--- src/rtl/sm_conv_arbiter.sv ---
// sm_conv_arbiter: round-robin arbiter sharing one two's-complement to sign-magnitude converter
module sm_conv_arbiter #(
    parameter int N_REQ = 4,
    parameter int WIDTH = 4,
    localparam int IDW = $clog2(N_REQ)
) (
    input  logic                   clk,
    input  logic                   rst,
    input  logic [N_REQ-1:0]       req_valid,
    input  logic [N_REQ*WIDTH-1:0] req_data,
    output logic [N_REQ-1:0]       req_ready,
    output logic                   resp_valid,
    input  logic                   resp_ready,
    output logic [WIDTH-1:0]       resp_data,
    output logic [IDW-1:0]         resp_id,
    output logic                   resp_ovf
);
    typedef enum logic [1:0] {IDLE, CONV, RESP} state_t;
    state_t state_q, state_d;
    logic [IDW-1:0] last_grant_q, last_grant_d, x_id_q, x_id_d, resp_id_q, resp_id_d, win, cand;
    logic [WIDTH-1:0] x_q, x_d, resp_data_q, resp_data_d, neg, conv;
    logic resp_valid_q, resp_valid_d, resp_ovf_q, resp_ovf_d, found, is_min;
    always_comb begin
        found = 1'b0;
        win = last_grant_q;
        cand = last_grant_q;
        for (int k = 1; k <= N_REQ; k++) begin
            cand = IDW'((int'(last_grant_q) + k) % N_REQ);
            if (!found && req_valid[cand]) begin
                found = 1'b1;
                win = cand;
            end
        end
    end
    assign neg = '0 - x_q;
    assign is_min = x_q == {1'b1, {(WIDTH-1){1'b0}}};
    // The most-negative value maps onto 100..0 naturally, since its negation is itself.
    assign conv = x_q[WIDTH-1] ? {1'b1, neg[WIDTH-2:0]} : x_q;
    assign req_ready = (state_q == IDLE && !rst && found) ? N_REQ'(1) << win : '0;
    always_comb begin
        state_d = state_q;
        last_grant_d = last_grant_q;
        x_d = x_q;
        x_id_d = x_id_q;
        resp_valid_d = resp_valid_q;
        resp_data_d = resp_data_q;
        resp_id_d = resp_id_q;
        resp_ovf_d = resp_ovf_q;
        case (state_q)
            IDLE: if (found) begin
                x_d = req_data[int'(win)*WIDTH +: WIDTH];
                x_id_d = win;
                last_grant_d = win;
                state_d = CONV;
            end
            CONV: begin
                resp_data_d = conv;
                resp_id_d = x_id_q;
                resp_ovf_d = is_min;
                resp_valid_d = 1'b1;
                state_d = RESP;
            end
            RESP: if (resp_ready) begin
                resp_valid_d = 1'b0;
                state_d = IDLE;
            end
            default: state_d = IDLE;
        endcase
    end
    always_ff @(posedge clk) begin
        if (rst) begin
            state_q <= IDLE;
            last_grant_q <= IDW'(N_REQ - 1);
            x_q <= '0;
            x_id_q <= '0;
            resp_valid_q <= 1'b0;
            resp_data_q <= '0;
            resp_id_q <= '0;
            resp_ovf_q <= 1'b0;
        end else begin
            state_q <= state_d;
            last_grant_q <= last_grant_d;
            x_q <= x_d;
            x_id_q <= x_id_d;
            resp_valid_q <= resp_valid_d;
            resp_data_q <= resp_data_d;
            resp_id_q <= resp_id_d;
            resp_ovf_q <= resp_ovf_d;
        end
    end
    assign resp_valid = resp_valid_q;
    assign resp_data = resp_data_q;
    assign resp_id = resp_id_q;
    assign resp_ovf = resp_ovf_q;
endmodule

--- config.mk ---
export PLATFORM = sky130hd
export DESIGN_NAME = sm_conv_arbiter
export DESIGN_NICKNAME = d
export VERILOG_FILES = /design/src/rtl/sm_conv_arbiter.sv
export SDC_FILE = /design/constraint.sdc
export NUM_CORES = 1
export LEC_CHECK = 0
export CELL_PAD_IN_SITES_DETAIL_PLACEMENT = 1
export CELL_PAD_IN_SITES_GLOBAL_PLACEMENT = 1
export CORE_MARGIN = 10
export CORE_UTILIZATION = 31
export DETAILED_ROUTE_END_ITERATION = 10
export PLACE_DENSITY = 0.77
export SETUP_SLACK_MARGIN = 0.3
export SLEW_MARGIN = 20
export SYNTH_ARGS = -nofsm -noshare
export SYNTH_HDL_FRONTEND = slang
export SYNTH_SLANG_ARGS = --single-unit
--- constraint.sdc ---
create_clock -name clk -period 1.71 [get_ports clk]
set_input_delay 0.171 -clock clk [delete_from_list [all_inputs] [get_ports clk]]
set_output_delay 0.171 -clock clk [all_outputs]
set_load 0.05 [all_outputs]
After elaboration in Yosys (flattened, before gate mapping)
Index checks and enable logic that the tools add are counted.
- register bits: 18
- input port bits: 23
- output and inout bits: 12
- add/sub/neg operators: 5
- order comparisons: 4
- equality and inequality tests: 5
- shifts and indexed selects: 2
- muxes and demuxes: 23
- reduce and logical (&&, ||, !) cells: 14
- operators with widths (cell ; number):
    $shiftx A16 B5 Y4 ; 1
    $lt A2 B3 Y1 const B ; 4
    $mux W2 ; 6
    $mux W1 ; 9
    $bmux W1 S2 ; 4
    $mux W4 ; 2
    $pmux W2 S3 ; 1
    $reduce_and A2 Y1 ; 3
    $logic_and A1 B1 Y1 ; 5
    $add A2 B1 Y2 const B ; 2
    $add A2 B2 Y2 const B ; 2
    $eq A4 B4 Y1 const B ; 1
    $logic_not A1 Y1 ; 4
    $ne A2 B2 Y1 const B ; 2
    $shl A1 B2 Y4 const A ; 1
    $sub A1 B3 Y3 const A ; 1
    $eq A2 B1 Y1 const B ; 1
    $eq A2 B2 Y1 const B ; 1
    $logic_not A2 Y1 ; 1
    $pmux W1 S2 ; 1
    $reduce_bool A2 Y1 ; 1

Logic depth before layout (Yosys ltp)
- depth after elaboration: 15
- depth in mapped cells: 6

Worst setup path before layout
No wires, ideal clock.
- path kind: reg2out
- start point: reg state_q[1]
- end point: out req_ready[0]
- data arrival time: 1.913 ns
- required time: 1.539 ns
- path slack: -0.374 ns
- stages on the path, launching flop included: 4
- path buffers: 0
- cells stage by stage: dfxtp_1 -> or4_4 -> a211oi_4 -> nor2b_1
- cells in the longest elaborated chain, start to end: 4
- ends and longest elaborated chain (item ; line ; RTL):
    start, declared ; 19 ; state_t state_q, state_d;
    start signal, assigned ; 81 ; state_q <= state_d;
    $logic_not A2 Y1 ; 39 ; assign req_ready = (state_q == IDLE && !rst && found) ? N_REQ'(1) << win : '0;
    $logic_and A1 B1 Y1 (2 in series) ; 39 ;
    $mux W4 ; 39 ;
    end, declared ; 11 ; output logic [N_REQ-1:0] req_ready,
Every way passes these cells.

Worst setup path after layout
- start point: reg state_q[0]
- end point: out req_ready[0]
Same word-level chain as after synthesis.

==> results.sh <==
export IMPL_crit_type="reg -> out"
export IMPL_antennaDiodeCount=0
export IMPL_antenna_found_initial=0
export IMPL_cts_tree="done"
export IMPL_grt_max_degree=13
export IMPL_worst_hold_slack_ns=0.402
export IMPL_io_pins=35
export IMPL_power_density_nw_per_um2=864
export IMPL_crit_chain="or4_4, a211oi_4, nor2b_4, buf_12"
export IMPL_multi_input_area_sq_um=653
export IMPL_firstDrtPassIters=6
export IMPL_power_share_clock_pct=18.6
export IMPL_avgViaCountPerCell=5.22
export IMPL_ys_types=32
export IMPL_grt_total_usage_pct=13.1
export IMPL_grt_pass1_vias=1191
export IMPL_cts_buffers=3
export IMPL_vdd_drop_max_uv=378
export IMPL_cts_sinks=18
export IMPL_cp_required_ns=1.54
export IMPL_drt_iter0_markers=53
export IMPL_violations="DRC, setup timing"
export IMPL_start_util_pct=32.0
export IMPL_finalHoldViolCount=0
export IMPL_insertion_delay_ns=0.30
export IMPL_netlist_top_cell_by_area="dfxtp_1"
export IMPL_min_period_ns=2.05
export IMPL_final_setup_worst_slack_ns=-0.335
export IMPL_dp_cells=196
export IMPL_worst_r2r_path_depth=8
export IMPL_synthTopCellsByCount="dfxtp_1 (18), nand2_1 (16), a21oi_1 (9), nor2_1 (9), nor2b_1 (6)"
export IMPL_syn_area_sq_um=960
export IMPL_cp_arrival_ns=1.87
export IMPL_avgSynthCellArea_sq_um=8.57
export IMPL_critPathMaxFanout=7
export IMPL_io_buffers=34
export IMPL_drive_above_1_share_pct=34.1
export IMPL_die_h_um=75.6
export IMPL_synth_top_cell_area_share_pct=37.5
export IMPL_synth_warnings=0
export IMPL_start_kind="flip-flop"
export IMPL_cp_num_cells=4
export IMPL_overflow=0
export IMPL_swShare_pct=35.9
export IMPL_gp_congestion=0.838
export IMPL_nFillCells=363
export IMPL_worst_slew_pin_slew_ns=0.499
export IMPL_synth_seq_cells=18
export IMPL_ant_nets=0
export IMPL_vias=1091
export IMPL_die_width_um=75.6
export IMPL_grt_setup_unrepaired="true"
export IMPL_slowest_delay_ns=0.54
export IMPL_crit_family="simple AND/OR/NAND/NOR gates"
export IMPL_seq_area_frac_synth_pct=37.5
export IMPL_max_slew_margin_pct=66.9
export IMPL_slew_viol_final=0
export IMPL_p_int_uw=941
export IMPL_min_path_type="in -> reg"
export IMPL_p_sw_uw=527
export IMPL_wl_per_cell_um=17.6
export IMPL_cp_end_kind="output port"
export IMPL_place_hpwl_um=2750
export IMPL_row_count=20
export IMPL_clkTransAtPathRegs_ns=0.11
export IMPL_final_cells=209
export IMPL_synth_edf_count=0
export IMPL_synthCells=112
export IMPL_regArea_sq_um=365
export IMPL_status="finished with violations"
export IMPL_route_detailed_drc=1
export IMPL_synth_nets=136
export IMPL_clk_path_buf_depth=2
export IMPL_clock_skew_ns=0.00434
export IMPL_finalSetupViolCount=8
export IMPL_synth_area_top_cells="dfxtp_1 (38%), nand2_1 (6.3%), mux2i_1 (5.2%), o211ai_2 (5.2%), a21oi_1 (4.7%)"
export IMPL_p_comb_share_pct=46.1
export IMPL_whs_path_depth=3
export IMPL_drv_cap=0
export IMPL_syn_to_final_growth_pct=77.1
export IMPL_nNetsFinal=201
export IMPL_seq_power_share_pct=35.3
export IMPL_core_sq_um=3000
export IMPL_cts_root_buf="clkbuf_4"
export IMPL_synth_most_common_cell="dfxtp_1"
export IMPL_grt_pass1_wl_um=5830
export IMPL_routed_wl_um=3680
export IMPL_timing_critical_path_slowest_stage_cell="or4_4"
export IMPL_crit_buf_inv=1
export IMPL_finalCritPeriodShare_pct=120
export IMPL_die_area_sq_um=5720
export IMPL_synth_top_flop_cell="dfxtp_1"
export IMPL_h_tree_depth=1
export IMPL_max_clock_freq_mhz=489
export IMPL_synth_async_reset_ratio_pct=0
export IMPL_power_leakage_uw=0.000756
-- flip-flops by register name (all words and copies together), names as in the netlist --
name,cells
resp_valid,1
last_grant_q,2
state_q,2
resp_ovf,1
resp_data,4
resp_id,2
x_q,4
x_id_q,2
-- cell type report --
class	instances	area share, %
Clock buffer	4	2.14
Inverter	4	0.957
Multi-Input combinational cell	88	38.4
Sequential cell	18	21.5
Tap cell	33	2.43
Timing Repair Buffer	62	34.5
-- path summary, 6_finish.rpt --
check,slack [ns],end,startpoint
worst min register to register,0.46,resp_data[3],resp_data[3]
worst max-delay path,-0.34,req_ready[0],state_q[0]
worst min-delay path,0.40,state_q[1],rst
worst max register to register,-0.07,x_q[1],state_q[0]
-- per-stage QoR --
stage | util, % | worst slack (ns) | TNS, ns | power [uW] | area (sq um)
global placement | 51.6 | -0.311 | -1.79 | 1100 | 1550
detailed placement | 51.6 | -0.363 | -2.51 | 1130 | 1550
floorplan | - | 0.0890 | 0 | 858 | 997
global route | 56.6 | -0.411 | -1.94 | 1550 | 1700
finish | 56.6 | -0.335 | -1.50 | 1470 | 1700
CTS | 55.9 | -0.327 | -1.02 | 1450 | 1680
-- power by group through the flow --
| stage | combinational [uW] | clock [uW] | sequential (uW) |
|---|---|---|---|
| CTS | 662 | 276 | 514 |
| global placement | 579 | 0 | 521 |
| finish | 677 | 273 | 518 |
| global route | 727 | 293 | 525 |
| detailed placement | 602 | 0 | 525 |
| floorplan | 283 | 0 | 575 |
-- metal layers --
layer / up-vias / wire (um) / track usage [%]
met3: 7 / 270 / 4.04
met2: 35 / 1900 / 24.5
li1: 525 / - / -
met4: 0 / 95 / 4.12
met1: 524 / 1410 / 13.4
met5: - / 0 / 0
-- cell families (layout without fill, tap and decap cells) --
kind of cell    after synthesis  in the layout  share of synthesized area, %
mux                           5              5                          5.22
simple gates                 50             50                          26.6
xor+xnor                      1              1                         0.913
flops                        18             18                          37.5
compound gates               31             31                          26.1
buf+inv                       6             70                          2.35
fa+ha+maj                     1              1                          1.30
-- worst reg2reg max path, cell delays in order (launching register included) --
cell and delay [ns]:
dfxtp_2 0.35, or4_4 0.54, buf_4 0.15, buf_6 0.10, clkinv_2 0.05, nand2b_4 0.08, buf_4 0.15, buf_4 0.15
o211ai_2 0.15
-- timing repair --
action / CTS / global route
pin swaps: 6 / 2
hold buffers: 0 / 0
endpoints found under the hold margin: 0 / 0
setup buffers: 7 / 2
endpoints found under the setup margin: 17 / 12
gates resized for setup: 25 / 2
-- layout by cell type, fill, tap and decap left out, types with 5 or more instances in the layout --
cell	count
dlygate4sd2_1	11
buf_4	26
a21oi_1	8
clkdlybuf4s50_1	17
nand2_1	16
nor2_1	8
mux2i_1	5
dfxtp_1	16
Note: power is estimated with default switching activity, not from simulation.
==> patch, RTL diff (same flow settings) <==
Set the parameter `N_REQ` to 8 (it was 4).
--- a/src/rtl/sm_conv_arbiter.sv
+++ b/src/rtl/sm_conv_arbiter.sv
@@ -2,3 +2,3 @@
 module sm_conv_arbiter #(
-    parameter int N_REQ = 4,
+    parameter int N_REQ = 8,
     parameter int WIDTH = 4,
Ports: changed (resized req_data, req_ready, req_valid and resp_id); port bits go from 35 to 60. No check against the original RTL was run, so the function may have changed too.
==> patch against the unedited design <==
Area after synthesis rose to 2.7 times the old value; wire length grew to 3.4 times the old value; setup slack got worse by 1800 ps; design area increased to 2.6 times the old value; sequential cell count increased by 3; first-iteration DRC count grew to 3.3 times the old value; the run ends with negative setup slack left; hold slack improved by 60 ps; highest routed layer unchanged; via count grew to 2.9 times the old value; critical endpoint is now req_ready[4].
Power is left out: the tool's default activity adds up to more than one toggle a clock period on the data nets, which glitch-free logic cannot reach.
==> patch: results (changes against the unedited design) <==
INFO  metric outcome = finished, violations left (unchanged)
INFO  metric violations = negative setup slack (was design-rule violations, negative setup slack)
INFO  metric post_synth_xor_area_fraction = 2.274% (was 0.9126%)
INFO  metric synth_top_family_by_area = multiplexers (was simple AND/OR/NAND/NOR gates)
INFO  metric globalplace.congestion = 0.8732 (was 0.8383)
INFO  metric post_drt_wl_per_cell = 23.52 µm (was 17.60 µm)
INFO  metric grt_first_pass_wirelength = 18460 µm (was 5830 µm)
INFO  metric worst_hold_path.num_cells = 2 (was 3)
INFO  metric synth.net_count = 345 (was 136)
INFO  metric grt_start_max_net_pins = 27 (was 13)
INFO  metric timing.final.setup_violations = 19 (was 8)
INFO  metric synth_compound_area_share = 22.06% (was 26.08%)
INFO  metric hpwlAfterDp = 7649 µm (was 2750 µm)
INFO  metric dr_total_vias = 3115 (was 1091)
INFO  metric first_global_vias = 3448 (was 1191)
INFO  metric sequential_to_total_area_share_from_yosys_stat = 16.26% (was 37.55%)
INFO  metric synthesis.instances = 299 (was 112)
INFO  metric clock_skew = 9.728 ps (was 4.341 ps)
INFO  metric drive_gt1_share = 45.96% (was 34.09%)
INFO  metric final.hold.worst_slack = 461.9 ps (was 401.8 ps)
INFO  metric finalNetCount = 480 (was 201)
INFO  metric timing.hold.worst.class = register to register (was input port to register)
INFO  metric max_slew.worst_pin.slew = 501.3 ps (was 498.7 ps)
INFO  metric hold_path_end = resp_data[3] (was state_q[1])
INFO  metric r2r_setup_slack = -2020 ps (was -70 ps)
INFO  metric longest_clk_path_bufs = 2 (unchanged)
INFO  metric critPathMaxStageDelay = 580 ps (was 540 ps)
INFO  metric number_of_drc_markers_in_iteration_0 = 175 (was 53)
INFO  metric yosysUniqueCellTypes = 63 (was 32)
INFO  metric timing.critical_path.max_delay_family = multiplexers (was simple AND/OR/NAND/NOR gates)
INFO  metric hold_path_startpoint = resp_data[3] (was rst)
INFO  metric cp_max_fo = 6 (was 7)
INFO  metric worst-endpoint-arrival = 3690 ps (was 1870 ps)
INFO  metric synth.area.mux_share = 33.48% (was 5.215%)
INFO  metric track_usage = 17.64% (was 13.06%)
INFO  metric root_buffer = sky130_fd_sc_hd__clkbuf_8 (was sky130_fd_sc_hd__clkbuf_4)
INFO  metric synth-adder-area-share = 1.451% (was 1.304%)
INFO  metric numCtsBuffers = 3 (unchanged)
INFO  metric layout_setup_ws = -2155 ps (was -335.3 ps)
INFO  metric clkLatencyLatePin = 270 ps (was 300 ps)
INFO  metric async_reset_ff_share = 0% (unchanged)
INFO  metric clk_pin_slew_worst_paths = 90 ps (was 110 ps)
INFO  metric slowest_stage = sky130_fd_sc_hd__mux4_2 (was sky130_fd_sc_hd__or4_4)
INFO  metric fillerInstances = 914 (was 363)
-- patch: cell count changes after synthesis, moves of 12 or more --
| cell | delta |
|---|---|
| sky130_fd_sc_hd__mux2i_1 | +29 |
| sky130_fd_sc_hd__nand2_1 | +15 |
| sky130_fd_sc_hd__mux2_2 | +13 |
| sky130_fd_sc_hd__a221oi_1 | +12 |
| sky130_fd_sc_hd__o21ai_0 | +12 |
| sky130_fd_sc_hd__o22ai_1 | +12 |
-- patch: how the worst max path moves through the flow --
stage	to	cells after the start	slack, ps
after floorplan	req_ready[4]	14	-1820
after global placement	req_ready[7]	13	-1650
after detailed placement	req_ready[7]	12	-1820
after CTS	req_ready[4]	11	-1860
after global routing	req_ready[4]	14	-2240
final	req_ready[4]	14	-2160
-- patch: cell families (layout without fill, tap and decap cells) --
group / after synthesis / count (layout)
and+or+nand+nor: 93 / 93
AOI/OAI and AO/OA: 81 / 81
muxes: 66 / 66
buffers and inverters: 30 / 164
DFF: 21 / 21
xor gates and xnor gates: 5 / 5
adders and majority gates: 3 / 3
-- patch: tightest hold or removal path: cells and delay by family (launching register included) --
kind               cells  cell delay, ps
DFF                    1             320
and+or+nand+nor        1              50
AOI/OAI and AO/OA      1              50
-- patch: metal layers --
metal  vias to the layer above  wire [µm]  track usage, %
li1                       1406          -               -
met1                      1569       5105           21.08
met2                       109       6669           32.08
met3                        31        524           1.557
met4                         0        352           6.084
met5                         -          0               0
-- patch: layout make-up --
cell class,instances,share of cell area (%)
Clock buffer,3,0.9480
Clock inverter,1,0.1149
Inverter,7,0.7756
Multi-Input combinational cell,248,53.17
Sequential cell,21,9.825
Tap cell,105,3.016
Timing Repair Buffer,153,32.15
-- patch: stage by stage --
stage / setup slack, ps / util (%) / TNS, ps
finish: -2155 / 53.28 / -34630
global route: -2236 / 53.28 / -36220
CTS: -1864 / 50.64 / -29850
detailed placement: -1816 / 46.69 / -30460
global placement: -1646 / 46.69 / -28080
floorplan: -1817 / - / -29960
-- patch: what timing repair did --
item / in CTS / in global routing
endpoints found under the setup margin: 25 / 20
gates resized for setup: 53 / 34
buffers inserted: 14 / 11
hold buffers: 0 / 0
pin swaps: 11 / 16
